## config.mk

```make
export PLATFORM = sky130hd
export DESIGN_NAME = shift_detect
export DESIGN_NICKNAME = d
export VERILOG_FILES = /design/src/rtl/shift_detect.sv
export SDC_FILE = /design/constraint.sdc
export NUM_CORES = 1
export LEC_CHECK = 0
export BUFFER_PORTS_ARGS = -buffer_cell sky130_fd_sc_hd__buf_2
export CAP_MARGIN = 5
export CORE_UTILIZATION = 55
export DETAILED_ROUTE_END_ITERATION = 16
export PLACE_DENSITY = 0.8
export SYNTH_ARGS = -nofsm -noshare
export SYNTH_HDL_FRONTEND = slang
export SYNTH_SLANG_ARGS = --single-unit
```

## constraint.sdc

```tcl
create_clock -name clk -period 4.8 [get_ports clk]
set_input_delay 0.24 -clock clk [delete_from_list [all_inputs] [get_ports clk]]
set_output_delay 0.24 -clock clk [all_outputs]
set_load 0.1 [all_outputs]
```

## src/rtl/shift_detect.sv

```systemverilog
// Bidirectional serial shift register that flags each shift producing PATTERN.
// It also keeps a saturating count of those match pulses.
module shift_detect #(
    parameter int                 WIDTH   = 4,
    parameter logic [WIDTH-1:0]   PATTERN = 4'b1011,
    parameter int                 CNT_W   = 8
) (
    input  logic             clk,
    input  logic             rst_n,
    input  logic             en,
    input  logic             dir,
    input  logic             a,
    input  logic             clr,
    output logic [WIDTH-1:0] r,
    output logic             valid,
    output logic             match,
    output logic [CNT_W-1:0] match_cnt
);

    localparam int FILL_W = $clog2(WIDTH + 1);
    localparam logic [FILL_W-1:0] FILL_FULL = FILL_W'(WIDTH);
    localparam logic [CNT_W-1:0]  CNT_MAX   = {CNT_W{1'b1}};

    logic [FILL_W-1:0] fill_r;
    logic [WIDTH-1:0]  next_r_s;
    logic [FILL_W-1:0] next_fill_s;
    logic              next_match_s;

    // Next-state of a shift, so match can be judged against the value r is about to take.
    always_comb begin
        next_r_s     = r;
        next_fill_s  = fill_r;
        next_match_s = 1'b0;
        if (dir) begin
            next_r_s = {a, r[WIDTH-1:1]};
        end else begin
            next_r_s = {r[WIDTH-2:0], a};
        end
        if (fill_r == FILL_FULL) begin
            next_fill_s = fill_r;
        end else begin
            next_fill_s = fill_r + FILL_W'(1);
        end
        next_match_s = (next_r_s == PATTERN) && (next_fill_s == FILL_FULL);
    end

    // Shift register, fill tracking, match pulse and saturating counter.
    always_ff @(posedge clk or negedge rst_n) begin
        if (!rst_n) begin
            r         <= '0;
            fill_r    <= '0;
            valid     <= 1'b0;
            match     <= 1'b0;
            match_cnt <= '0;
        end else if (clr) begin
            r         <= '0;
            fill_r    <= '0;
            valid     <= 1'b0;
            match     <= 1'b0;
            match_cnt <= '0;
        end else if (en) begin
            r      <= next_r_s;
            fill_r <= next_fill_s;
            valid  <= (next_fill_s == FILL_FULL);
            match  <= next_match_s;
            if (next_match_s && (match_cnt != CNT_MAX)) begin
                match_cnt <= match_cnt + CNT_W'(1);
            end else begin
                match_cnt <= match_cnt;
            end
        end else begin
            match <= 1'b0;
        end
    end

endmodule

```

# Yosys cells after proc, flatten, opt, wreduce, memory -nomap -nowiden
# Index checks and enable logic that the tools add are counted.
# op_classes
n_addsub	2
eq_ne	4
muxes	13
reduce_logical	5
# ops
op	n
2-to-1 mux 8 bit	3
2-to-1 mux 4 bit	3
2-to-1 mux 3 bit	3
adder 8 x 1 -> 8 bit (second input constant)	1
inequality test 8 bit (second input constant)	1
== test 3 bit (second input constant)	2
== test 4 bit (second input constant)	1
2-to-1 mux 1 bit	4
nonzero test 2 bit	2
adder 3 x 1 -> 3 bit (second input constant)	1
logical AND 1 bit	2
AND reduction 2 bit	1
# totals
regBits	17
input_bits	6
word_cells	29

# Longest topological paths before layout
# Gate-level depths: netlist (run 1).
# logic_depth
ltp_word	8
mapped_depth	8

# Least setup slack after synthesis (run 1)
# OpenSTA, ideal clock, no wires.
# synth_path
path_type	reg-to-reg
start	reg match_cnt[0]
end	reg match_cnt[0]
setup_ns	0.128
arrival_ns	2.308
setup_slack_ns	2.364
stages_incl_launch_ff	6
period_less_slack_ns	2.436
path_cell_list	dfrtp_1 -> ha_1 -> nand3_1 -> or3_1 -> and2b_2 -> mux2_1
# synth_via
elab_chain_len	4
word_cells_on_any_way	8
cone_classes	1 x add/sub; 1 x eq/ne; 3 x mux; 3 x reduce/logical
# synth_lines
item	line_no	source
from (decl)	17	output logic [CNT_W-1:0] match_cnt
from (signal assigned)	67	match_cnt <= match_cnt + CNT_W'(1);
from (signal assigned)	69	match_cnt <= match_cnt;
adder 8 x 1 -> 8 bit / inequality test 8 bit (equally long branches)	67, 66	
2-to-1 mux 8 bit / logical AND 1 bit (equally long branches)	66	if (next_match_s && (match_cnt != CNT_MAX)) begin
2-to-1 mux 8 bit / nonzero test 2 bit (equally long branches)	n/a	
2-to-1 mux 8 bit / AND reduction 2 bit (equally long branches)	n/a	
# Parallel ways exist; a longest one is shown, timed or not. The select of a mux whose other input is x is not followed.
# A chain may end at the register's enable or synchronous reset.

# Worst setup path in the final report (run 1)
# layout_path
start	reg fill_r[0]
end	reg match_cnt[5]
# layout_via
elab_chain_len	7
word_cells_on_any_way	8
cone_classes	1 x add/sub; 2 x eq/ne; 1 x mux; 4 x reduce/logical
# layout_lines
item	line_no	source
from (decl)	24	logic [FILL_W-1:0] fill_r;
from (signal assigned)	63	fill_r <= next_fill_s;
adder 3 x 1 -> 3 bit / == test 3 bit (equally long branches)	42, 39	
2-to-1 mux 3 bit (*)	39	if (fill_r == FILL_FULL) begin
== test 3 bit (*)	44	next_match_s = (next_r_s == PATTERN) && (next_fill_s == FILL_FULL);
logical AND 1 bit (*)	44	
logical AND 1 bit (*)	66	
nonzero test 2 bit (no source line) (*)	n/a	
AND reduction 2 bit (no source line) (*)	n/a	
# Mark *: on every way between the ends. The rest lies on a longest branch, timed or not.

==> impl_metrics.tcl, run 1 <==
set metrics [dict create \
    vias_per_cell 6.192 \
    synth_top_area_share_pct 44.16 \
    vias 805 \
    dp.cells 125 \
    worstMarginPinSlew_ns 0.4954 \
    fin_skew_ns 0.006973 \
    synthTopCellsByArea "dfrtp_1 (44%), nor2_1 (4.3%), mux2i_1 (4.2%), ha_1 (3.9%), a21oi_1 (3.6%)" \
    clkTransAtPathRegs_ns 0.10 \
    rrSetupSlack_ns 2.44 \
    ys_ff_latch 17 \
    routedWlPerCell_um 14.49 \
    status "complete, but fails checks" \
    cp_num_buf_inv 1 \
    drcViolationCount 1 \
    switching_share_pct 32.03 \
    pwr-share-clk_pct 27.2 \
    netlist_instances 95 \
    netlist_area_sq_um 963.4 \
    r2r_end "match_cnt[5]" \
    powerDensity_nw_per_um2 261.2 \
    yosysMostFrequentCell "dfrtp_1" \
    dieArea_sq_um 1923 \
    ys_warn_count 0 \
    crit_chain "inv_1, ha_1, nor4b_1, o21a_2, o211ai_2, or4_1, a21oi_1" \
    crit_family "simple AND/OR/NAND/NOR gates" \
    synth_fp_nets 104 \
    place_hpwl_mm 1.390 \
    drt_iter0_drc 17 \
    synth_edf_count 0 \
    fin_ws_ns 2.443 \
    die-width_um 43.86 \
    cts-root-buf "clkbuf_4" \
    fin_crit_sh_pct 49.10 \
    syn_avg_cell_area_sq_um 10.14 \
    drive_above_1_share_pct 26.32 \
    violations "DRC" \
    grt_usage_pct 22.43 \
    coreArea_sq_um 1577 \
    worstPathRequired_ns 5.02 \
    wl_mm 1.884 \
    antenna_left 0 \
    grt_pass1_vias 693 \
    dr.pass1.iters 10 \
    fill_cells 135 \
    grt_overflow 0 \
    grt_antenna_before_repair 0 \
    yosysSeqAreaShare_pct 44.16 \
    ir_worst_vdd_mv 0.2023 \
    pin_count 20 \
    ys_types 37 \
    insertion_delay_ns 0.29 \
    p_switching_w 0.00009107 \
    place_congestion 0.8168 \
    port_buffers 19 \
    hold_path.class "in -> reg" \
    min_period_ns 2.357 \
    initial_core_util_pct 61.11 \
    cts_tree "built" \
    fin_cells 130 \
    cts.htree.levels 1 \
    worstHoldPathCells 3 \
    core.rowCount 14 \
    synth_common_cells "dfrtp_1 (17), nor2_1 (11), a21oi_1 (7)" \
    post-place-ws_ns 2.469 \
    grt_max_degree 21 \
    cts_resized 0 \
    yosys.area.top_type "dfrtp_1" \
    cp-start-kind "flop" \
    cts_buffer_depth 2 \
    crit_arrival_ns 2.58 \
    p_total_w 0.0002844 \
    crit_slowest_cell "or4_1" \
    tns_ns 0 \
    final_nets 124 \
    cpPeakStageDelay_ns 0.55 \
    synth_ff_type "dfrtp_1" \
    crit_fanout 12 \
    area_growth_syn_to_layout_pct 12.99 \
    hp-start "dir" \
    cts_sinks 17 \
    num_antenna_cells 0 \
    hold_buffers 1 \
    internal-power_w 0.0001933 \
    async_flop_share_pct 100.0 \
    grt_first_pass_wirelength_mm 3.118 \
    rsz0062_at_grt "false" \
    comb_power_share_pct 19.2 \
    slew_headroom_pct 67.20 \
    fmax_ghz 0.4243 \
    final-setup-viol-count 0 \
    chipHeight_um 43.86 \
    seqPwrFrac_pct 53.6 \
    p_leak_nw 0.5080 \
    worstSetupPathType "reg -> reg" \
    slew_violations 0 \
    numCtsBuffers 3 \
    r2r_start "fill_r[0]" \
    cap_violations 0 \
    critPathCaptureType "flop" \
    reg2reg_depth 7 \
    hold_end "r[1]" \
    post_cts_buffers 0 \
    hold_viol 0 \
]
layout by cell type (no fill, tap or decap), types with 2 or more instances in the layout:
master and count:
inv_1 2, clkbuf_4 3, nor2_1 11, or4_1 3, o31ai_1 2, ha_1 3, mux2i_1 4, o21ai_0 2
nor3b_1 2, nand2b_1 2, nand4_1 2, or3_1 3, nand2_1 5, buf_2 19, a21oi_1 7, dfrtp_1 17
mux2_1 2, a211oi_1 4, nor2b_1 2
area by class of cell:
type,count,area [sq um],area share (%)
multi-input combinational,71,503.0,46.21
sequential,17,425.4,39.08
timing repair buffer,20,105.1,9.655
clock buffer,3,22.52,2.069
tap,16,20.02,1.839
inverter,2,7.507,0.6897
clock inverter,1,5.005,0.4598
worst min-delay path: stages:
cell and delay (ns):
buf_2 0.14, nand2_1 0.06, a311oi_1 0.08
per-stage QoR:
step                      utilization (%)  area (sq um)  hold WS [ns]
after global routing                69.05          1089        0.2638
after CTS                           69.05          1089        0.2613
final                               69.05          1089        0.2649
after floorplan                         -         963.4      -0.05559
after detailed placement            66.67          1051        0.1864
after global placement              66.67          1051        0.1802
cells by family (layout without fill, tap and decap cells):
family | after synthesis | count (layout) | share of synthesized area (%)
buffers and inverters | 7 | 26 | 3.636
flip-flops | 17 | 17 | 44.16
multiplexers | 6 | 6 | 6.494
AO/OA/AOI/OAI | 21 | 21 | 15.07
adder cells (fa/ha/maj) | 3 | 3 | 3.897
XOR/XNOR | 1 | 1 | 0.9093
AND/OR/NAND/NOR | 40 | 40 | 25.84
registers in the layout, indices dropped and copies added, names as in the netlist:
signal / count
match_cnt: 8
fill_r: 3
valid: 1
r: 4
match: 1
power by group through the flow:
stage	Clock (W)	Sequential [W]	Combinational, W
finish	0.0000773	0.000153	0.0000545
global route	0.0000889	0.000153	0.0000585
CTS	0.0000792	0.000153	0.0000549
detailed placement	0	0.000155	0.0000541
global placement	0	0.000155	0.0000525
floorplan	0	0.000174	0.0000230
layer usage:
| layer | part of all wire (%) | global-route usage, % | up-vias |
|---|---|---|---|
| met5 | 0 | 0 | - |
| met4 | 0.96 | 10.30 | 0 |
| met3 | 3.1 | 5.417 | 4 |
| met2 | 48 | 33.73 | 18 |
| met1 | 48 | 30.73 | 393 |
| li1 | - | - | 390 |
how the worst max path moves through the flow:
stage | startpoint | to | cells after the start
floorplan | match_cnt[0] | match_cnt[0] | 5
global placement | fill_r[0] | match_cnt[5] | 7
detailed placement | fill_r[0] | match_cnt[5] | 7
CTS | fill_r[0] | match_cnt[5] | 7
global route | fill_r[0] | match_cnt[5] | 7
finish | fill_r[0] | match_cnt[5] | 7
(Power assumes the default switching activity.)
==> run 2, diff against run 1 <==
--- a/config.mk
+++ b/config.mk
@@ -7,9 +7,9 @@
 export LEC_CHECK = 0
 export BUFFER_PORTS_ARGS = -buffer_cell sky130_fd_sc_hd__buf_2
 export CAP_MARGIN = 5
-export CORE_UTILIZATION = 55
+export CORE_UTILIZATION = 52
 export DETAILED_ROUTE_END_ITERATION = 16
-export PLACE_DENSITY = 0.8
+export PLACE_DENSITY = 0.76
 export SYNTH_ARGS = -nofsm -noshare
 export SYNTH_HDL_FRONTEND = slang
 export SYNTH_SLANG_ARGS = --single-unit
==> constraint.sdc (replaced) <==
create_clock -name clk -period 2.3 [get_ports clk]
set_input_delay 0.115 -clock clk [delete_from_list [all_inputs] [get_ports clk]]
set_output_delay 0.115 -clock clk [all_outputs]
set_load 0.1 [all_outputs]
==> run 2 against run 1 <==
Against the previous run:
- the flow now finishes without violations
- non-clock buffer count rose by 1
- clock skew fell by 0.0034 ns
- worst hold slack worse by 0.13 ns
- critical path depth unchanged
- wire length decreased by 0.42%
- register-to-register slack got worse by 2.3 ns
- setup slack worse by 2.3 ns
- largest power group unchanged
==> impl_metrics.tcl, run 2 (synthesis results as in run 1) <==
set metrics [dict create \
    status "complete, no violations" \
    dieArea_sq_um 2029 \
    slew_violations 0 \
    fin_cells 140 \
    vias 801 \
    initial_core_util_pct 55.80 \
    fmax_ghz 0.4639 \
    p_switching_w 0.0001900 \
    switching_share_pct 31.62 \
    p_total_w 0.0006011 \
    worstMarginPinSlew_ns 0.4851 \
    routedWlPerCell_um 13.40 \
    clkTransAtPathRegs_ns 0.10 \
    dr.pass1.iters 4 \
    port_buffers 19 \
    largest_register_ff_count 8 \
    reg2reg_depth 7 \
    final-setup-viol-count 0 \
    die-width_um 45.05 \
    hp-start "dir" \
    drive_above_1_share_pct 30.43 \
    powerDensity_nw_per_um2 533.8 \
    comb_power_share_pct 20.4 \
    wl_mm 1.876 \
    min_period_ns 2.156 \
    grt_overflow 0 \
    numCtsBuffers 3 \
    final_cell_mix "buf_2 (19), dfrtp_1 (15), nor2_1 (11)" \
    rsz0062_at_grt "false" \
    antenna_left 0 \
    final_nets 125 \
    cts.htree.levels 1 \
    p_leak_nw 0.4988 \
    fin_crit_sh_pct 93.72 \
    post_cts_buffers 0 \
    coreArea_sq_um 1727 \
    hold_path.class "in -> reg" \
    pwr-share-clk_pct 26.9 \
    hold_end "r[1]" \
    slew_headroom_pct 67.88 \
    cts_tree "built" \
    drt_iter0_drc 8 \
    grt_usage_pct 22.72 \
    fin_util_pct 65.22 \
    grt_antenna_before_repair 0 \
    crit_fanout 12 \
    worstSetupPathType "reg -> reg" \
    num_antenna_cells 0 \
    internal-power_w 0.0004110 \
    pin_count 20 \
    worstPathRequired_ns 2.52 \
    place_hpwl_mm 1.329 \
    ir_worst_vdd_mv 0.3125 \
    worstHoldPathCells 3 \
    rrSetupSlack_ns 0.14 \
    dp.cells 135 \
    fin_skew_ns 0.003592 \
    grt_max_degree 21 \
    cap_violations 0 \
    cts_sinks 17 \
    r2r_end "match_cnt[5]" \
    area_growth_syn_to_layout_pct 16.88 \
    grt_first_pass_wirelength_mm 3.291 \
    cts_buffer_depth 2 \
    insertion_delay_ns 0.29 \
    regMostFlops "match_cnt" \
    crit_arrival_ns 2.37 \
    place_congestion 0.8426 \
    grt_pass1_vias 752 \
    core.rowCount 15 \
    cp-start-kind "flop" \
    r2r_start "fill_r[0]" \
    largestRegisters "match_cnt x8, r x4, fill_r x3" \
    hold_viol 0 \
    seqPwrFrac_pct 52.7 \
    chipHeight_um 45.05 \
    critPathCaptureType "flop" \
    drcViolationCount 0 \
    cts-root-buf "clkbuf_4" \
    final_common_cell "buf_2" \
    vias_per_cell 5.721 \
]
[run 2: layout make-up]
| cell class | instances | area, sq um |
|---|---|---|
| clock buffer | 4 | 26.28 |
| multi-input combinational | 71 | 520.5 |
| sequential | 17 | 427.9 |
| timing repair buffer | 21 | 112.6 |
| fill | 153 | 600.6 |
| inverter | 2 | 7.507 |
| tap | 25 | 31.28 |
[run 2: through the flow]
stage | cell area [sq um] | setup WS, ns | setup TNS (ns) | hold WS, ns
5_1_grt | 1126 | 0.008432 | 0 | 0.1283
4_1_cts | 1115 | 0.02558 | 0 | 0.1332
6_report | 1126 | 0.1445 | 0 | 0.1389
2_1_floorplan | 965.9 | 0.01462 | 0 | -0.1806
3_3_place_gp | 1072 | 0.1220 | 0 | 0.05976
3_5_place_dp | 1072 | -0.01533 | -0.01533 | 0.06358
[run 2: worst max-delay path by stage]
stage | from | to | slack, ns | cells past startpoint
detailed placement | fill_r[0] | match_cnt[5] | -0.02 | 7
CTS | fill_r[0] | match_cnt[5] | 0.03 | 7
global placement | fill_r[0] | match_cnt[5] | 0.12 | 7
finish | fill_r[0] | match_cnt[5] | 0.14 | 7
global route | fill_r[1] | match_cnt[7] | 0.008 | 7
floorplan | match_cnt[3] | match_cnt[0] | 0.01 | 4
[run 2: timing repair]
item	in CTS	in global routing
hold endpoints to repair	17	0
gates resized for setup	1	3
hold buffers	1	0
setup endpoints to repair	2	5
[run 2: per-layer routing]
metal	part of all wire [%]	vias up	GRT usage (%)
met3	3.3	4	3.600
met2	48	17	38.55
met4	1.3	0	9.091
met5	0	-	0
met1	47	390	28.79
li1	-	390	-
[run 2: power by group through the flow]
stage	Clock, W	Sequential [W]	Combinational [W]
6_report	0.000162	0.000317	0.000123
2_1_floorplan	0	0.000362	0.0000479
5_1_grt	0.000181	0.000318	0.000133
4_1_cts	0.000168	0.000316	0.000121
3_5_place_dp	0	0.000322	0.000117
3_3_place_gp	0	0.000322	0.000114
[run 2: worst max-delay path, stage by stage, from the launching register on]
cell      delay (ns)
dfrtp_1         0.40
inv_2           0.09
ha_2            0.31
nor4b_2         0.26
o21a_2          0.20
o211ai_4        0.13
or4_1           0.53
a21oi_1         0.17
